--- src/rtl/toggle_handshake_receiver.sv ---
// rtl/toggle_handshake_receiver.sv - two-phase toggle handshake receiver with event counter and overrun flag
module toggle_handshake_receiver #(
    parameter int SYNC_STAGES = 2,
    parameter int CNT_W       = 8
) (
    input  logic             clk,
    input  logic             rst_n,
    input  logic             req_t,
    input  logic             evt_ready,
    input  logic             clr_overrun,
    output logic             evt_valid,
    output logic             ack_t,
    output logic [CNT_W-1:0] evt_count,
    output logic             overrun
);

    typedef enum logic {
        IDLE = 1'b0,
        PEND = 1'b1
    } state_t;

    state_t                 state_q, state_d;
    logic [SYNC_STAGES-1:0] sync_q;
    logic                   req_sync;
    logic                   lvl_cap_q, lvl_cap_d;
    logic                   evt_valid_q, evt_valid_d;
    logic                   ack_q, ack_d;
    logic [CNT_W-1:0]       cnt_q, cnt_d;
    logic                   ovr_q, ovr_d;

    // Only the last stage of the chain is safe to use; earlier stages may be metastable.
    assign req_sync = sync_q[SYNC_STAGES-1];

    // Shift the asynchronous request level through the synchroniser chain.
    always_ff @(posedge clk or negedge rst_n) begin
        if (!rst_n) begin
            sync_q <= '0;
        end else begin
            sync_q <= {sync_q[SYNC_STAGES-2:0], req_t};
        end
    end

    // Next-state logic: IDLE detects a new level, PEND holds it until the consumer accepts.
    always_comb begin
        state_d     = state_q;
        lvl_cap_d   = lvl_cap_q;
        evt_valid_d = evt_valid_q;
        ack_d       = ack_q;
        cnt_d       = cnt_q;
        ovr_d       = ovr_q;
        // Clear first so that a set in the same cycle takes priority.
        if (clr_overrun) begin
            ovr_d = 1'b0;
        end
        case (state_q)
            IDLE: begin
                evt_valid_d = 1'b0;
                if (req_sync != ack_q) begin
                    lvl_cap_d   = req_sync;
                    state_d     = PEND;
                    evt_valid_d = 1'b1;
                end
            end
            PEND: begin
                evt_valid_d = 1'b1;
                // Sender moved again before we acknowledged the captured level.
                if (req_sync != lvl_cap_q) begin
                    ovr_d = 1'b1;
                end
                if (evt_ready) begin
                    ack_d       = lvl_cap_q;
                    cnt_d       = cnt_q + CNT_W'(1);
                    state_d     = IDLE;
                    evt_valid_d = 1'b0;
                end
            end
            default: begin
                state_d     = IDLE;
                evt_valid_d = 1'b0;
            end
        endcase
    end

    // State and registered outputs; every output comes straight from a flop.
    always_ff @(posedge clk or negedge rst_n) begin
        if (!rst_n) begin
            state_q     <= IDLE;
            lvl_cap_q   <= 1'b0;
            evt_valid_q <= 1'b0;
            ack_q       <= 1'b0;
            cnt_q       <= '0;
            ovr_q       <= 1'b0;
        end else begin
            state_q     <= state_d;
            lvl_cap_q   <= lvl_cap_d;
            evt_valid_q <= evt_valid_d;
            ack_q       <= ack_d;
            cnt_q       <= cnt_d;
            ovr_q       <= ovr_d;
        end
    end

    assign evt_valid = evt_valid_q;
    assign ack_t     = ack_q;
    assign evt_count = cnt_q;
    assign overrun   = ovr_q;

endmodule
--- config.mk ---
export PLATFORM = sky130hd
export DESIGN_NAME = toggle_handshake_receiver
export DESIGN_NICKNAME = d
export VERILOG_FILES = /design/src/rtl/toggle_handshake_receiver.sv
export SDC_FILE = /design/constraint.sdc
export NUM_CORES = 1
export LEC_CHECK = 0
export ABC_AREA = 0
export BUFFER_PORTS_ARGS = -buffer_cell sky130_fd_sc_hd__buf_2
export CAP_MARGIN = 5
export CELL_PAD_IN_SITES_DETAIL_PLACEMENT = 1
export CELL_PAD_IN_SITES_GLOBAL_PLACEMENT = 1
export CORE_MARGIN = 2
export CORE_UTILIZATION = 38
export CTS_BUF_LIST = sky130_fd_sc_hd__clkbuf_16
export DETAILED_ROUTE_END_ITERATION = 10
export HOLD_SLACK_MARGIN = 0.05
export PLACE_DENSITY_LB_ADDON = 0.1
export SYNTH_ARGS = -nofsm -noshare
export SYNTH_HDL_FRONTEND = slang
export SYNTH_SLANG_ARGS = --single-unit
--- constraint.sdc ---
create_clock -name clk -period 1.1 [get_ports clk]
set_input_delay 0.22 -clock clk [delete_from_list [all_inputs] [get_ports clk]]
set_output_delay 0.22 -clock clk [all_outputs]
set_load 0.05 [all_outputs]
==> results of run 1 <==
[final cells by class]
type	instances	area [µm²]
sequential	14	359
fill	153	557
tap	16	20.0
timing repair buffer	23	208
multi-input combinational	29	241
clock inverter	1	3.75
clock buffer	3	75.1
inverter	2	7.51
[where the power goes]
part,leakage [nW],total (mW),internal (mW),switching (mW)
clock,0.0423,0.681,0.479,0.201
sequential,0.163,0.979,0.731,0.247
combinational,0.239,1.64,0.697,0.940
[how the worst max path moves through the flow]
stage	startpoint	cells past startpoint	endpoint
after floorplan	evt_count[0]	4	evt_count[6]
after global placement	evt_count[0]	2	evt_count[1]
after detailed placement	evt_count[0]	2	evt_count[1]
after CTS	evt_count[0]	2	evt_count[0]
after global routing	evt_count[0]	2	evt_count[0]
final	evt_count[1]	2	evt_count[1]
[what timing repair did]
action                                  4_1_cts  5_1_grt
endpoints found under the hold margin        14        0
resized for setup                            16        7
endpoints found under the setup margin        9       14
hold buffers                                  1        0
buffers inserted                              2        2
pin swaps                                     1        2
[routing by layer]
layer | track usage | wire [µm] | vias up
li1 | - | - | 204
met1 | 0.186 | 577 | 211
met2 | 0.242 | 609 | 14
met3 | 0.0681 | 77 | 2
met4 | 0.0364 | 14 | 0
met5 | 0 | 0 | -
[cell families (layout without fill, tap and decap cells)]
logic type	count (synthesis)	in the layout
flops	14	14
simple gates	12	12
xor+xnor	9	9
compound gates	5	5
mux	2	2
buf+inv	2	29
fa+ha+maj	1	1
[cells in the final DEF (no fill, tap or decap), drive strengths merged]
| cell type | netlist | layout |
|---|---|---|
| inv | 2 | 3 |
| ha | 1 | 1 |
| xor2 | 5 | 5 |
| o21ai | 2 | 2 |
| buf | 0 | 21 |
| mux2 | 2 | 2 |
| xnor2 | 4 | 4 |
| nor3 | 2 | 2 |
| dlygate4sd3 | 0 | 1 |
| a21boi | 1 | 1 |
| nand3 | 2 | 2 |
| clkbuf | 0 | 4 |
| nand2 | 5 | 5 |
| o22ai | 1 | 1 |
| dfrtp | 14 | 14 |
| a21oi | 1 | 1 |
| nor2 | 2 | 2 |
| nor4 | 1 | 1 |
[through the flow]
stage	total power [mW]	setup WS, ns	std cells	cell area (µm²)	setup TNS [ns]
floorplan	1.86	-0.110	45	603	-0.456
global placement	2.19	0.0338	79	721	0
detailed placement	2.23	0.0169	79	721	0
CTS	3.19	-0.0456	86	873	-0.0898
global route	3.46	-0.0638	88	915	-0.226
finish	3.30	-0.0397	88	915	-0.0785
[Yosys cell counts]
library cell	instances
xnor2_1	4
nand3_1	1
nor3_2	1
a21boi_0	1
mux2_2	2
nand2_1	4
o22ai_1	1
ha_1	1
nand3_2	1
xor2_1	5
inv_1	2
nor2_1	2
a21oi_1	1
o21ai_0	2
nand2_4	1
dfrtp_1	14
nor4_4	1
nor3_1	1
[state kept, by name, indices dropped and copies added (netlist names)]
register   flops
overrun        1
sync_q         2
evt_valid      1
ack_t          1
evt_count      8
lvl_cap_q      1
==> reports/metrics.csv, run 1 <==
metric;value;unit
crit path max-delay cell type;dfrtp_2;
PnR worst setup slack;-0.0397;ns
sequential fraction of the synthesis area;0.598;
cell family with most CP delay;flip-flops;
Reg-to-Reg End;evt_count[1];
fin crit period;1.14;ns
r2r setup slk;0;ns
IR drop worst, VDD;2.09;mV
PD cells;3600;nW/µm²
initial antenna violation count;0;
peak per-stage delay on the critical path;0.42;ns
Netlist cell types;18;
Final setup viols;2;
Die H;43.3;µm
Core ar.;1470;µm²
CP Class;reg -> out;
Via density;4.90;
Hold Crit Class;in -> reg;
CP required;0.88;ns
worst path cell trace;buf_6 > buf_8;
Worst Hold Path EP;sync_q[0];
CTS Sinks;14;
Syn Nets;51;
drt wl/cell;14.5;µm
Layout area overhead;56.2;%
Remaining Overflow, GRT;0;
CP bufs+invs;2;
WHS Path Cells;1;
antenna-violating nets left;0;
Worst Clk Skew;0.00218;ns
main combinational cell family by area after synthesis;simple AND/OR/NAND/NOR gates;
CTS tree;yes;
syn_area_per_cell;13.0;µm²
full die area;1870;µm²
Clock transition at path regs;0.04;ns
mux share of post-synthesis cell area;0.0385;
Max Slew Vio Count;0;
gr usage total;0.152;
nets;79;
status;finished with violations;
first-pass GRT wire length;2.00;mm
PortBufs;15;
crit path max fanout;3;
simple-gate share of the synthesized area;0.145;
CP arrival;0.92;ns
I/O pins;16;
Crit Reg-Reg Startpoint;evt_count[0];
CTS H-tree lvls;1;
Max-slew headroom;0.791;
routed wire length;1.28;mm
Hold Vio Cnt, Final;0;
Clock Latency Late Sink;0.24;ns
crit end category;primary output;
period utilisation layout;1.04;
Max Root-Sink Buffers;2;
Syn. warnings;0;
Fmax;0.877;GHz
final core occ;0.622;
crit start category;flip-flop;
#FFs+latches synth;14;
# rows;14;
share of the synthesized area in the top cell type;0.598;
Area contributors post-synth;dfrtp_1 (60%), xor2_1 (7.5%), xnor2_1 (6.0%);
hold path start;req_t;
largest area contributor in the netlist;dfrtp_1;
worst-margin pin slew;0.313;ns
vias in the first global route;444;
Syn Std Cell Area;586;µm²
starting density of the core;0.398;
max cap viols;0;
Leak Pwr;0.444;nW
DRC;0;
Reg2Reg Depth;2;
WHS;0.0850;ns
violated checks;negative setup slack;
largest net degree at the start of global routing;15;
dpl hpwl;865;µm
Root Buffer;clkbuf_16;
total CTS buffers;3;
routability cong.;0.706;
Starting DRT DRC Count;4;
Post-Synth Adder-Cell Area;0.0214;
chip width;43.3;µm
total vias in the final route;431;
post-synthesis compound-gate area fraction;0.0491;
share of layout cells above drive strength 1;0.556;
Post-Syn Instances;45;
RSZ-0062 raised after global routing;yes;
DRT Pass-1 Iters;2;
Synth Area in XOR/XNOR;0.135;
Inserted Diodes;0;
No activity file was read; power rests on OpenSTA's default activity.
==> inputs of run 2 (changes only) <==
==> constraint.sdc (replaced) <==
create_clock -name clk -period 1.3 [get_ports clk]
set_input_delay 0.26 -clock clk [delete_from_list [all_inputs] [get_ports clk]]
set_output_delay 0.26 -clock clk [all_outputs]
set_load 0.05 [all_outputs]
==> run 2 against run 1 <==
The run now ends clean. Non-clock buffer count is 7 lower. Clock-buffer cell count stayed put. Total power is 28% lower. Worst setup slack better by 0.13 ns. Global-route usage is 0.37 points lower. Critical path depth is 1 lower. Critical path type unchanged. Critical endpoint is now evt_count[3]. Largest cell class unchanged.
==> reports/metrics.csv, run 2 (same netlist as run 1, synthesis figures left out) <==
metric;value;unit;change
initial antenna violation count;0;;unchanged
chip width;43.3;µm;unchanged
max reg flops;8;;unchanged
Max Root-Sink Buffers;2;;unchanged
cell family with most CP delay;flip-flops;;
Final setup viols;0;;-2
PnR worst setup slack;0.0868;ns;+0.127 ns
Worst Clk Skew;0.00108;ns;-0.00110 ns
dpl ws;0.195;ns;+0.178 ns
worst path cell trace;buf_2;;
DRC;0;;unchanged
Hold Vio Cnt, Final;0;;unchanged
crit path max-delay cell type;dfrtp_1;;
full die area;1870;µm²;unchanged
Via density;5.00;;+2.1%
total CTS buffers;3;;unchanged
first-pass GRT wire length;2.00;mm;unchanged
DRT Pass-1 Iters;3;;+1
Hold Crit Class;in -> reg;;
hold path start;req_t;;
Clock transition at path regs;0.05;ns;about the same
largest net degree at the start of global routing;15;;unchanged
Leak Pwr;0.383;nW;-14%
Fill cells;169;;+10%
commonest non-fill, non-tap cells in the layout;buf_2 (15), dfrtp_1 (8), dfrtp_2 (6), xor2_1 (5);;
Max-slew headroom;0.793;;+0.00242
Remaining Overflow, GRT;0;;unchanged
Die H;43.3;µm;unchanged
WHS;0.122;ns;+0.0367 ns
CP bufs+invs;1;;-1
worst-margin pin slew;0.310;ns;-0.00363 ns
Fmax;0.824;GHz;
PD cells;3040;nW/µm²;-16%
nets;72;;-8.9%
peak per-stage delay on the critical path;0.42;ns;about the same
antenna-violating nets left;0;;unchanged
status;finished clean;;
vias in the first global route;442;;-0.45%
CTS tree;yes;;
CP Class;reg -> out;;
RSZ-0062 raised after global routing;no;;
Inserted Diodes;0;;unchanged
crit end category;primary output;;
# rows;14;;unchanged
Layout area overhead;32.7;%;
CTS H-tree lvls;1;;unchanged
commonest non-fill, non-tap cell in the layout;buf_2;;
routed wire length;1.06;mm;-17%
IR drop worst, VDD;1.62;mV;-22%
dpl hpwl;786;µm;-9.1%
post-CTS sizing;0;;-16
Crit Reg-Reg Startpoint;evt_count[0];;
starting density of the core;0.398;;unchanged
CP arrival;0.95;ns;+0.03 ns
Core ar.;1470;µm²;unchanged
I/O pins;16;;unchanged
PortBufs;15;;unchanged
crit start category;flip-flop;;
CTS Sinks;14;;unchanged
Clock Latency Late Sink;0.24;ns;about the same
gr usage total;0.148;;-0.00365
drt wl/cell;13.1;µm;-9.8%
Root Buffer;clkbuf_16;;
crit path from;evt_count[3];;
routability cong.;0.692;;-2.0%
CP required;1.04;ns;+0.16 ns
fin crit period;1.21;ns;
max cap viols;0;;unchanged
share of layout cells above drive strength 1;0.462;;-0.0940
Max Slew Vio Count;0;;unchanged
period utilisation layout;0.933;;
Starting DRT DRC Count;7;;+3
total vias in the final route;405;;-6.0%
post-route setup TNS;0;ns;+0.0785 ns
crit path max fanout;5;;+2
-- run 2: what timing repair did --
item,in CTS,in global routing
hold endpoints to repair,14,0
hold buffers,1,0
setup buffers,0,0
endpoints found under the setup margin,0,0
-- run 2: worst paths after layout --
check                          endpoint  slack (ns)  cells after the start
setup / recovery           evt_count[3]        0.09                      1
hold / removal                sync_q[0]        0.12                      1
setup reg to reg           evt_count[4]        0.19                      4
hold reg to reg               sync_q[1]        0.34                      0
max in group asynchronous  evt_count[2]        0.60                      2
min in group asynchronous         ack_t        0.44                      2
-- run 2: per-stage QoR --
stage | instance area (µm²) | power [mW] | utilization | std cells
2_1_floorplan | 593 | 1.55 | - | 45
3_5_place_dp | 688 | 1.80 | 0.468 | 76
3_3_place_gp | 688 | 1.79 | 0.468 | 76
5_1_grt | 777 | 2.50 | 0.528 | 81
4_1_cts | 777 | 2.40 | 0.528 | 81
6_report | 777 | 2.36 | 0.528 | 81
-- run 2: where the power goes --
group          switching, mW  internal [mW]
combinational          0.709          0.271
clock                  0.176          0.407
sequential             0.185          0.616
total                   1.07           1.29
-- run 2: layout make-up --
class	instances	area [µm²]	share of cell area
Timing Repair Buffer	16	85.1	0.110
Inverter	2	7.51	0.00966
Clock inverter	1	3.75	0.00483
Sequential cell	14	358	0.461
Tap cell	16	20.0	0.0258
Clock buffer	3	75.1	0.0966
Multi-Input combinational cell	29	228	0.293
-- run 2: per-layer routing --
layer  up-vias  wire length (µm)  GRT usage
li1        188                 -          -
met1       200               467      0.178
met2        14               506      0.230
met3         3                68     0.0553
met4         0                20     0.0727
met5         -                 0          0
==> inputs of run 3 (changes only) <==
--- a/config.mk
+++ b/config.mk
@@ -6,9 +6,10 @@
 export NUM_CORES = 1
 export LEC_CHECK = 0
 export ABC_AREA = 0
+export ABC_CLOCK_PERIOD_IN_PS = 1300
 export BUFFER_PORTS_ARGS = -buffer_cell sky130_fd_sc_hd__buf_2
 export CAP_MARGIN = 5
-export CELL_PAD_IN_SITES_DETAIL_PLACEMENT = 1
+export CELL_PAD_IN_SITES_DETAIL_PLACEMENT = 0
 export CELL_PAD_IN_SITES_GLOBAL_PLACEMENT = 1
 export CORE_MARGIN = 2
 export CORE_UTILIZATION = 38
==> run 3 against run 2 <==
Fmax is 0.84% lower. First-iteration DRC count down 14%. Clock skew increased by 0.0037 ns. Register-to-register slack about the same. Non-clock buffer count unchanged. Critical path depth is the same. Core utilization unchanged. Die area stayed put.
==> reports/metrics.csv, run 3 (same netlist as run 1, synthesis figures left out) <==
metric;value;unit;change
starting density of the core;0.398;;unchanged
Final setup viols;0;;unchanged
routability cong.;0.692;;unchanged
drt wl/cell;12.1;µm;-7.3%
Die H;43.3;µm;unchanged
antenna-violating nets left;0;;unchanged
max reg flops;8;;unchanged
routed wire length;984;µm;-7.3%
Remaining Overflow, GRT;0;;unchanged
Multi-input gate area;228;µm²;unchanged
RSZ-0062 raised after global routing;no;;
largest net degree at the start of global routing;15;;unchanged
period utilisation layout;0.941;;+0.00788
Max Root-Sink Buffers;2;;unchanged
post-route setup TNS;0;ns;unchanged
Crit Reg-Reg Startpoint;evt_count[0];;
full die area;1870;µm²;unchanged
DRT Pass-1 Iters;4;;+1
status;finished clean;;
fin area;777;µm²;unchanged
dpl hpwl;706;µm;-10%
Worst Clk Skew;0.00473;ns;+0.00366 ns
busiest grt layer;met2;;
Leak Pwr;0.387;nW;+0.98%
crit end category;primary output;;
# rows;14;;unchanged
nets;72;;unchanged
cell family with most CP delay;flip-flops;;
Clock Latency Late Sink;0.24;ns;about the same
met1 Usage GRT;0.162;;-0.0157
Hold Vio Cnt, Final;0;;unchanged
CTS H-tree lvls;1;;unchanged
PD cells;3010;nW/µm²;-0.96%
Setup Buffers After CTS;0;;unchanged
WP depth;1;;unchanged
Worst Hold Path EP;sync_q[0];;
Hold Crit Class;in -> reg;;
Inserted Diodes;0;;unchanged
total vias in the final route;379;;-6.4%
initial antenna violation count;0;;unchanged
Core ar.;1470;µm²;unchanged
PortBufs;15;;unchanged
final core occ;0.528;;unchanged
WHS;0.128;ns;+0.00673 ns
vias in the first global route;361;;-18%
CTS tree;yes;;
share of layout cells above drive strength 1;0.462;;unchanged
WHS Path Cells;1;;unchanged
met3 global-route usage;0.0426;;-0.0128
GR Util met2;0.176;;-0.0537
IR drop worst, VDD;1.70;mV;+4.9%
Via density;4.68;;-6.4%
hold buffer count at CTS;1;;unchanged
Placement Cell Area;688;µm²;unchanged
Max Slew Vio Count;0;;unchanged
commonest non-fill, non-tap cell in the layout;buf_2;;
Root Buffer;clkbuf_16;;
first-pass GRT wire length;1.70;mm;-15%
CTS Sinks;14;;unchanged
CP required;1.04;ns;about the same
post-CTS sizing;0;;unchanged
CP bufs+invs;1;;unchanged
crit path max fanout;5;;unchanged
area occupied by registers;358;µm²;unchanged
crit path max-delay cell type;dfrtp_1;;
r2r setup slk;0.20;ns;about the same
Starting DRT DRC Count;6;;-1
worst path cell trace;buf_2;;
gr usage total;0.127;;-0.0210
Reg-to-Reg End;evt_count[4];;
commonest non-fill, non-tap cells in the layout;buf_2 (15), dfrtp_1 (8), dfrtp_2 (6), xor2_1 (5);;
Layout area overhead;32.7;%;unchanged
chip width;43.3;µm;unchanged
total CTS buffers;3;;unchanged
CP Class;reg -> out;;
Reg2Reg Depth;4;;unchanged
Clock transition at path regs;0.05;ns;about the same
max cap viols;0;;unchanged
worst-margin pin slew;0.326;ns;+0.0166 ns
Fmax;0.817;GHz;-0.84%
I/O pins;16;;unchanged
peak per-stage delay on the critical path;0.42;ns;about the same
Fill cells;143;;-15%
crit start category;flip-flop;;
hold path start;req_t;;
CP arrival;0.96;ns;about the same
fin crit period;1.22;ns;+0.0102 ns
Max-slew headroom;0.782;;-0.0111
DRC;0;;unchanged
## run 3: metal layers
layer / part of all wire / up-vias
li1: - / 188
met1: 0.51 / 172
met2: 0.40 / 15
met3: 0.066 / 4
met4: 0.025 / 0
met5: 0 / -
## run 3: cell type report
cell class              instances  area share
repair buffers                 16       0.110
well taps                      16      0.0258
flip-flops and latches         14       0.461
inverters                       2     0.00966
clock buffers                   3      0.0966
multi-input cells              29       0.293
clock inverters                 1     0.00483
## run 3: worst max-delay path by stage
stage / start / end / slack (ns)
floorplan: evt_count[3] / evt_count[7] / 0.08
global placement: evt_count[0] / evt_count[1] / 0.22
detailed placement: evt_count[0] / evt_count[4] / 0.20
CTS: evt_count[3] / evt_count[3] / 0.07
global route: evt_count[3] / evt_count[3] / 0.05
finish: evt_count[3] / evt_count[3] / 0.08
## run 3: power breakdown
group	internal [mW]	switching, mW
Clock	0.405	0.165
Sequential	0.616	0.182
Combinational	0.270	0.701
Total	1.29	1.05
## run 3: stage by stage
| stage | power (mW) | worst slack [ns] | cells |
|---|---|---|---|
| global route | 2.47 | 0.0458 | 81 |
| global placement | 1.79 | 0.216 | 76 |
| CTS | 2.37 | 0.0708 | 81 |
| finish | 2.34 | 0.0766 | 81 |
| floorplan | 1.55 | 0.0836 | 45 |
| detailed placement | 1.78 | 0.205 | 76 |
